### config.mk
export PLATFORM = sky130hd
export DESIGN_NAME = serial_subtractor
export DESIGN_NICKNAME = d
export VERILOG_FILES = /design/src/rtl/serial_subtractor.sv
export SDC_FILE = /design/constraint.sdc
export NUM_CORES = 1
export LEC_CHECK = 0
export BUFFER_PORTS_ARGS = -buffer_cell sky130_fd_sc_hd__buf_4
export CORE_UTILIZATION = 55
export DETAILED_ROUTE_END_ITERATION = 12
export GPL_TIMING_DRIVEN = 0
export PLACE_DENSITY = 0.76
export RECOVER_POWER = 50
export SLEW_MARGIN = 20
export SYNTH_ARGS = -nofsm -noshare
export SYNTH_HDL_FRONTEND = slang
export SYNTH_SLANG_ARGS = --single-unit
export TNS_END_PERCENT = 50
### constraint.sdc
create_clock -name clk -period 2 [get_ports clk]
set_input_delay 0.3 -clock clk [delete_from_list [all_inputs] [get_ports clk]]
set_output_delay 0.3 -clock clk [all_outputs]
set_load 0.02 [all_outputs]
### src/rtl/serial_subtractor.sv
// Bit-serial unsigned subtractor: one full-subtractor cell, LSB first.
// Result registers hold the last difference until the next one completes.
module serial_subtractor #(
   parameter int WIDTH = 8
) (
   input  logic             clk,
   input  logic             rst_n,
   input  logic             start,
   input  logic [WIDTH-1:0] a,
   input  logic [WIDTH-1:0] b,
   output logic             busy,
   output logic             done,
   output logic [WIDTH-1:0] diff,
   output logic             borrow
);

   localparam int CW = (WIDTH > 1) ? $clog2(WIDTH) : 1;
   localparam logic [CW-1:0] LAST = CW'(WIDTH - 1);

   localparam logic [1:0] S_IDLE  = 2'd0;
   localparam logic [1:0] S_SHIFT = 2'd1;
   localparam logic [1:0] S_DONE  = 2'd2;

   logic [1:0]       state_q, state_d;
   logic [WIDTH-1:0] sa_q, sa_d;
   logic [WIDTH-1:0] sb_q, sb_d;
   logic [WIDTH-2:0] sd_q, sd_d;
   logic             bw_q, bw_d;
   logic [CW-1:0]    cnt_q, cnt_d;
   logic [WIDTH-1:0] diff_q, diff_d;
   logic             borrow_q, borrow_d;

   logic             d_bit;
   logic             b_next;
   logic [WIDTH-1:0] sd_full;

   assign d_bit   = sa_q[0] ^ sb_q[0] ^ bw_q;
   assign b_next  = (~sa_q[0] & sb_q[0]) | (~(sa_q[0] ^ sb_q[0]) & bw_q);
   // sd only keeps the upper WIDTH-1 bits; the newest bit completes the word
   assign sd_full = {d_bit, sd_q};

   always_comb begin
      state_d  = state_q;
      sa_d     = sa_q;
      sb_d     = sb_q;
      sd_d     = sd_q;
      bw_d     = bw_q;
      cnt_d    = cnt_q;
      diff_d   = diff_q;
      borrow_d = borrow_q;
      unique case (state_q)
         S_IDLE: begin
            if (start) begin
               sa_d    = a;
               sb_d    = b;
               sd_d    = '0;
               bw_d    = 1'b0;
               cnt_d   = '0;
               state_d = S_SHIFT;
            end
         end
         S_SHIFT: begin
            sa_d = sa_q >> 1;
            sb_d = sb_q >> 1;
            sd_d = sd_full[WIDTH-1:1];
            bw_d = b_next;
            if (cnt_q == LAST) begin
               diff_d   = sd_full;
               borrow_d = b_next;
               state_d  = S_DONE;
            end else begin
               cnt_d = cnt_q + 1'b1;
            end
         end
         S_DONE: state_d = S_IDLE;
         default: state_d = S_IDLE;
      endcase
   end

   always_ff @(posedge clk or negedge rst_n) begin
      if (!rst_n) begin
         state_q  <= S_IDLE;
         sa_q     <= '0;
         sb_q     <= '0;
         sd_q     <= '0;
         bw_q     <= 1'b0;
         cnt_q    <= '0;
         diff_q   <= '0;
         borrow_q <= 1'b0;
      end else begin
         state_q  <= state_d;
         sa_q     <= sa_d;
         sb_q     <= sb_d;
         sd_q     <= sd_d;
         bw_q     <= bw_d;
         cnt_q    <= cnt_d;
         diff_q   <= diff_d;
         borrow_q <= borrow_d;
      end
   end

   assign busy   = (state_q == S_SHIFT);
   assign done   = (state_q == S_DONE);
   assign diff   = diff_q;
   assign borrow = borrow_q;

endmodule

== Word level (Yosys, flattened, before mapping) ==
Cells that the tools add are included.
Storage, ports and cells
  bits in latches: 0
  bits in registers: 38
  bits in writable memories: 0
  bits in read-only memories: 0
  memories: 0
  output and inout bits: 11
  word-level logic and storage cells: 42
  bits of input ports: 19
Cells by class
  multipliers: 0
  reduce and logical (&&, ||, !) cells: 6
  bitwise gates (word level): 7
  multiplexer cells: 14
  shift-type cells: 0
  divide/modulo/power cells: 0
  equal/unequal tests: 6
  $lt $le $gt $ge: 0
  $add $sub $neg: 1
Operators by type and width (count)
  8-bit one-hot mux with 2 select lines: 2
  8-bit two-way mux: 2
  7-bit one-hot mux with 2 select lines: 1
  7-bit two-way mux: 1
  3-bit two-way mux: 2
  3-bit one-hot mux with 2 select lines: 1
  2-bit AND reduction: 3
  2-bit two-way mux: 2
  2-bit != test (second input constant): 2
  2-bit one-hot mux with 2 select lines: 1
  3-bit by 1-bit adder with 3-bit output (second input constant): 1
  3-bit == test (second input constant): 1
  3-bit AND reduction: 1
  1-bit AND: 2
  2-bit by 1-bit == test with 1-bit output (second input constant): 1
  2-bit == test (second input constant): 1
  2-bit zero test: 1
  2-bit by 1-bit != test with 1-bit output (second input constant): 1
  1-bit inverter: 2
  1-bit one-hot mux with 2 select lines: 1
  2-bit nonzero test: 1
  1-bit XOR: 2
  1-bit two-way mux: 1
  1-bit bitwise OR: 1

== Depth between registers and ports, before layout ==
  depth after elaboration: 5
  mapped depth: 5
  depth with buffers taken out: 4

== Least setup slack after synthesis ==
OpenSTA, ideal clock, no wires.
  path kind: register to register
  from: reg cnt_q[0]
  to: reg diff_q[0] (netlist: diff[0])
  data required time: 1.872 ns
  cell stages (with the launch flop): 6
  buffers on the path: 1
  path slack: 0.463 ns
  setup time: 0.128 ns
  data arrival time: 1.409 ns
  period minus slack after synthesis: 1.537 ns
  cell sequence: dfrtp_1 ha_1 ha_1 nand3b_1 buf_2 mux2_1
On the way
  longest elaborated chain between the ends: 2
Ends and longest elaborated chain
  start, declared: RTL line 29  | logic [CW-1:0] cnt_q, cnt_d;
  start signal, assigned: RTL line 96  | cnt_q <= cnt_d;
  3-bit == test: RTL line 67  | if (cnt_q == LAST) begin
  2-bit AND reduction (no source line)
  end signal, assigned: RTL line 97  | diff_q <= diff_d;
  end, declared: RTL line 30  | logic [WIDTH-1:0] diff_q, diff_d;
No other way between the ends.
A chain may end at the register's enable or synchronous reset.

== Worst setup path after layout ==
  from: reg state_q[1]
  to: out busy
On the way
  longest elaborated chain between the ends: 1
Ends and longest elaborated chain
  start, declared: RTL line 24  | logic [1:0] state_q, state_d;
  start signal, assigned: RTL line 91  | state_q <= state_d;
  2-bit by 1-bit == test with 1-bit output: RTL line 102  | assign busy = (state_q == S_SHIFT);
  end, declared: RTL line 11  | output logic busy,
No other way between the ends.

==> flow_metrics.tcl <==
set metrics [dict create \
    min_to "sb_q[5]" \
    seq_area_frac_synth 0.537 \
    worst_setup_path_start_kind "flop" \
    num_io_pins 30 \
    critical_path.most_common_cell "sky130_fd_sc_hd__buf_6" \
    number_of_cells_on_the_worst_reg_to_reg_path 5 \
    grt_overall_usage 0.231 \
    ir_drop_v 0.000734 \
    synth_nets 161 \
    first_global_vias 1252 \
    slew_headroom 0.396 \
    final.setup.tns_ns 0 \
    drt_wl_total_um 3420 \
    clk_root_buffer_cell "sky130_fd_sc_hd__clkbuf_4" \
    mappedNetlistArea_mm2 0.00177 \
    holdPathStages 3 \
    clock_sinks 38 \
    critPathSlowestCell "sky130_fd_sc_hd__dfrtp_1" \
    main_area_contributors_after_synthesis "sky130_fd_sc_hd__dfrtp_1, sky130_fd_sc_hd__mux2_1, sky130_fd_sc_hd__o221a_2" \
    power.static_leakage_nw 0.994 \
    die_area_mm2 0.00345 \
    ctsResizeCount 0 \
    clockBufferDepth 2 \
    drt-initial-drc-count 48 \
    vias 1270 \
    port_buffers 29 \
    routabilityCongestion 0.722 \
    path_max_fanout 10 \
    htree_num_levels 2 \
    viasPerCell 5.77 \
    routedWlPerCell_um 15.6 \
    timing.rr.end "diff[0]" \
    crit_path_cell_trace "nand2b_1, buf_6, inv_4, buf_6, buf_4" \
    setup_viol 0 \
    worstSetupPathType "reg -> out" \
    synth_cell_types 28 \
    syn2layout_area_growth_pct 19.2 \
    rrSetupSlack_ns 0.27 \
    n_fill_cell 237 \
    layout_worst_path_cycle_share 0.900 \
    min_from "b[5]" \
    run_status "finished, final reports clean" \
    cts_made_buffers 5 \
    drive_gt1_frac 0.330 \
    tightest_slew_ns 0.906 \
    wire_length_of_the_first_global_routing_pass_um 5850 \
    pwr_density_cell_mw_per_mm2 1450 \
    die_x_um 58.7 \
    post-dp-hpwl_um 2380 \
    timing_max_transition_violations_final 0 \
    cts_tree "done" \
    grt_setup_unrepaired "no" \
    crit-reg2reg-launch "cnt_q[0]" \
    worstSetupEndpointType "output pin" \
    insertion_delay_of_the_later_clocked_pin_in_the_worst_skew_pair_ns 0.34 \
    synth_cells 139 \
    synth_top_cell_area_share 0.537 \
    critical-path-max-stage-delay_ns 0.46 \
    post-route-util 0.691 \
    core_area_mm2 0.00305 \
    die_h_um 58.7 \
    detail_route.drc_violations 0 \
    fp-row-count 20 \
    initial_utilization 0.580 \
    post_synth_edffs 0 \
    synthArstFlopShare 1.00 \
    ys_seq_elements 38 \
    syn_area_per_cell_um2 12.7 \
    cp.arrival_ns 1.50 \
    synthesis_warnings 0 \
    synth_ff_type "sky130_fd_sc_hd__dfrtp_1" \
    achievable-frequency_ghz 0.555 \
    net_count_final 197 \
    grt_antenna_before_repair 0 \
    antennaDiodeCount 0 \
    synth.largest_area_cell "sky130_fd_sc_hd__dfrtp_1" \
    worst_skew_ns 0.00872 \
    maxCapViolations 0 \
    drtPass1Iterations 4 \
    final_antenna_net_count 0 \
    worst_hold_path_type "in -> reg" \
    synth_top_cells_by_count "sky130_fd_sc_hd__dfrtp_1, sky130_fd_sc_hd__inv_1, sky130_fd_sc_hd__mux2_1" \
    cts.reportedPaths.clkPinSlew_ns 0.11 \
    min_period_ns 1.80 \
    grt_start_max_net_pins 39 \
    synth_most_common_cell "sky130_fd_sc_hd__dfrtp_1" \
    grt-ovfl-total 0 \
    critical_path_required_ns 1.70 \
    finalHoldViolations 0 \
]
## flip-flops by register name (all words and copies together), names as in the netlist
register / cells
borrow: 1
sd_q: 7
sa_q: 8
cnt_q: 3
diff: 8
sb_q: 8
state_q: 2
bw_q: 1
## cells in the final DEF, fill, tap and decap left out, types with 2 or more instances in the layout
master	netlist	final
sky130_fd_sc_hd__dfrtp_1	38	38
sky130_fd_sc_hd__buf_4	1	25
sky130_fd_sc_hd__inv_1	15	15
sky130_fd_sc_hd__mux2_1	8	8
sky130_fd_sc_hd__or4b_1	7	7
sky130_fd_sc_hd__o221a_2	7	7
sky130_fd_sc_hd__nor4b_1	7	7
sky130_fd_sc_hd__a22o_1	7	7
sky130_fd_sc_hd__buf_2	6	6
sky130_fd_sc_hd__a221oi_1	5	5
sky130_fd_sc_hd__o221ai_1	5	5
sky130_fd_sc_hd__clkbuf_4	0	5
sky130_fd_sc_hd__nand2b_1	4	4
sky130_fd_sc_hd__buf_6	4	4
sky130_fd_sc_hd__nand2_1	4	4
sky130_fd_sc_hd__clkbuf_1	0	4
sky130_fd_sc_hd__nand3b_1	3	3
sky130_fd_sc_hd__nand3_1	3	3
sky130_fd_sc_hd__a221oi_2	2	2
sky130_fd_sc_hd__or2_2	2	2
sky130_fd_sc_hd__ha_1	2	2
sky130_fd_sc_hd__clkinv_2	0	2
## critical path, delay by kind of cell, from the launching register on
family / cells / cell delay, ns
and+or+nand+nor: 1 / 0.18
DFF: 1 / 0.46
buffers and inverters: 4 / 0.52
## worst max path at each step
| stage | start | to | slack [ns] | cells after the start |
|---|---|---|---|---|
| 2_1_floorplan | cnt_q[0] | diff[0] | 0.46 | 5 |
| 3_3_place_gp | cnt_q[0] | diff[0] | 0.33 | 5 |
| 5_1_grt | state_q[1] | busy | 0.13 | 5 |
| 4_1_cts | state_q[0] | done | 0.12 | 4 |
| 3_5_place_dp | cnt_q[0] | diff[0] | 0.28 | 5 |
| 6_report | state_q[1] | busy | 0.20 | 5 |
## through the flow
step                      hold WS [ns]  instances  total power [mW]  setup slack (ns)  cell area [µm²]
after floorplan                0.00441        139              2.21             0.463             1770
after global placement           0.281        212              2.53             0.333             2040
after detailed placement         0.286        212              2.60             0.280             2040
after CTS                        0.277        221              3.11             0.121             2130
after global routing             0.298        220              3.27             0.127             2110
final                            0.288        220              3.05             0.200             2110
## area by class of cell
type | instances | area, µm² | area share
timing repair buffer | 30 | 210 | 0.0996
clock inverter | 3 | 40.0 | 0.0190
tap | 44 | 55.1 | 0.0261
inverter | 16 | 62.6 | 0.0297
buffer | 11 | 82.6 | 0.0391
multi-input combinational | 73 | 671 | 0.318
sequential | 38 | 951 | 0.451
clock buffer | 5 | 37.5 | 0.0178
## power breakdown
group	internal, mW	total (mW)	switching, mW
clock network	0.259	0.506	0.247
registers	1.10	1.28	0.186
logic	0.618	1.26	0.641
## kinds of logic (layout without fill, tap and decap cells)
| family | Yosys count | in the layout | share of synthesized area |
|---|---|---|---|
| muxes | 9 | 9 | 0.0565 |
| buffers and inverters | 28 | 65 | 0.0841 |
| and+or+nand+nor | 31 | 31 | 0.129 |
| AOI/OAI and AO/OA | 30 | 30 | 0.168 |
| DFF | 38 | 38 | 0.537 |
| adders and majority gates | 3 | 3 | 0.0254 |
## metal layers
metal | up-vias | GRT usage | wire length [µm]
li1 | 593 | - | -
met5 | - | 0 | 0
met4 | 0 | 0.112 | 41
met3 | 5 | 0.0549 | 112
met2 | 26 | 0.352 | 1660
met1 | 646 | 0.309 | 1610
## what timing repair did
action / in CTS / in global routing
hold buffers: 1 / 0
endpoints found under the setup margin: 0 / 1
hold endpoints to repair: 38 / 0
setup buffers: 0 / 0
Power figures use the tool's default switching activity.
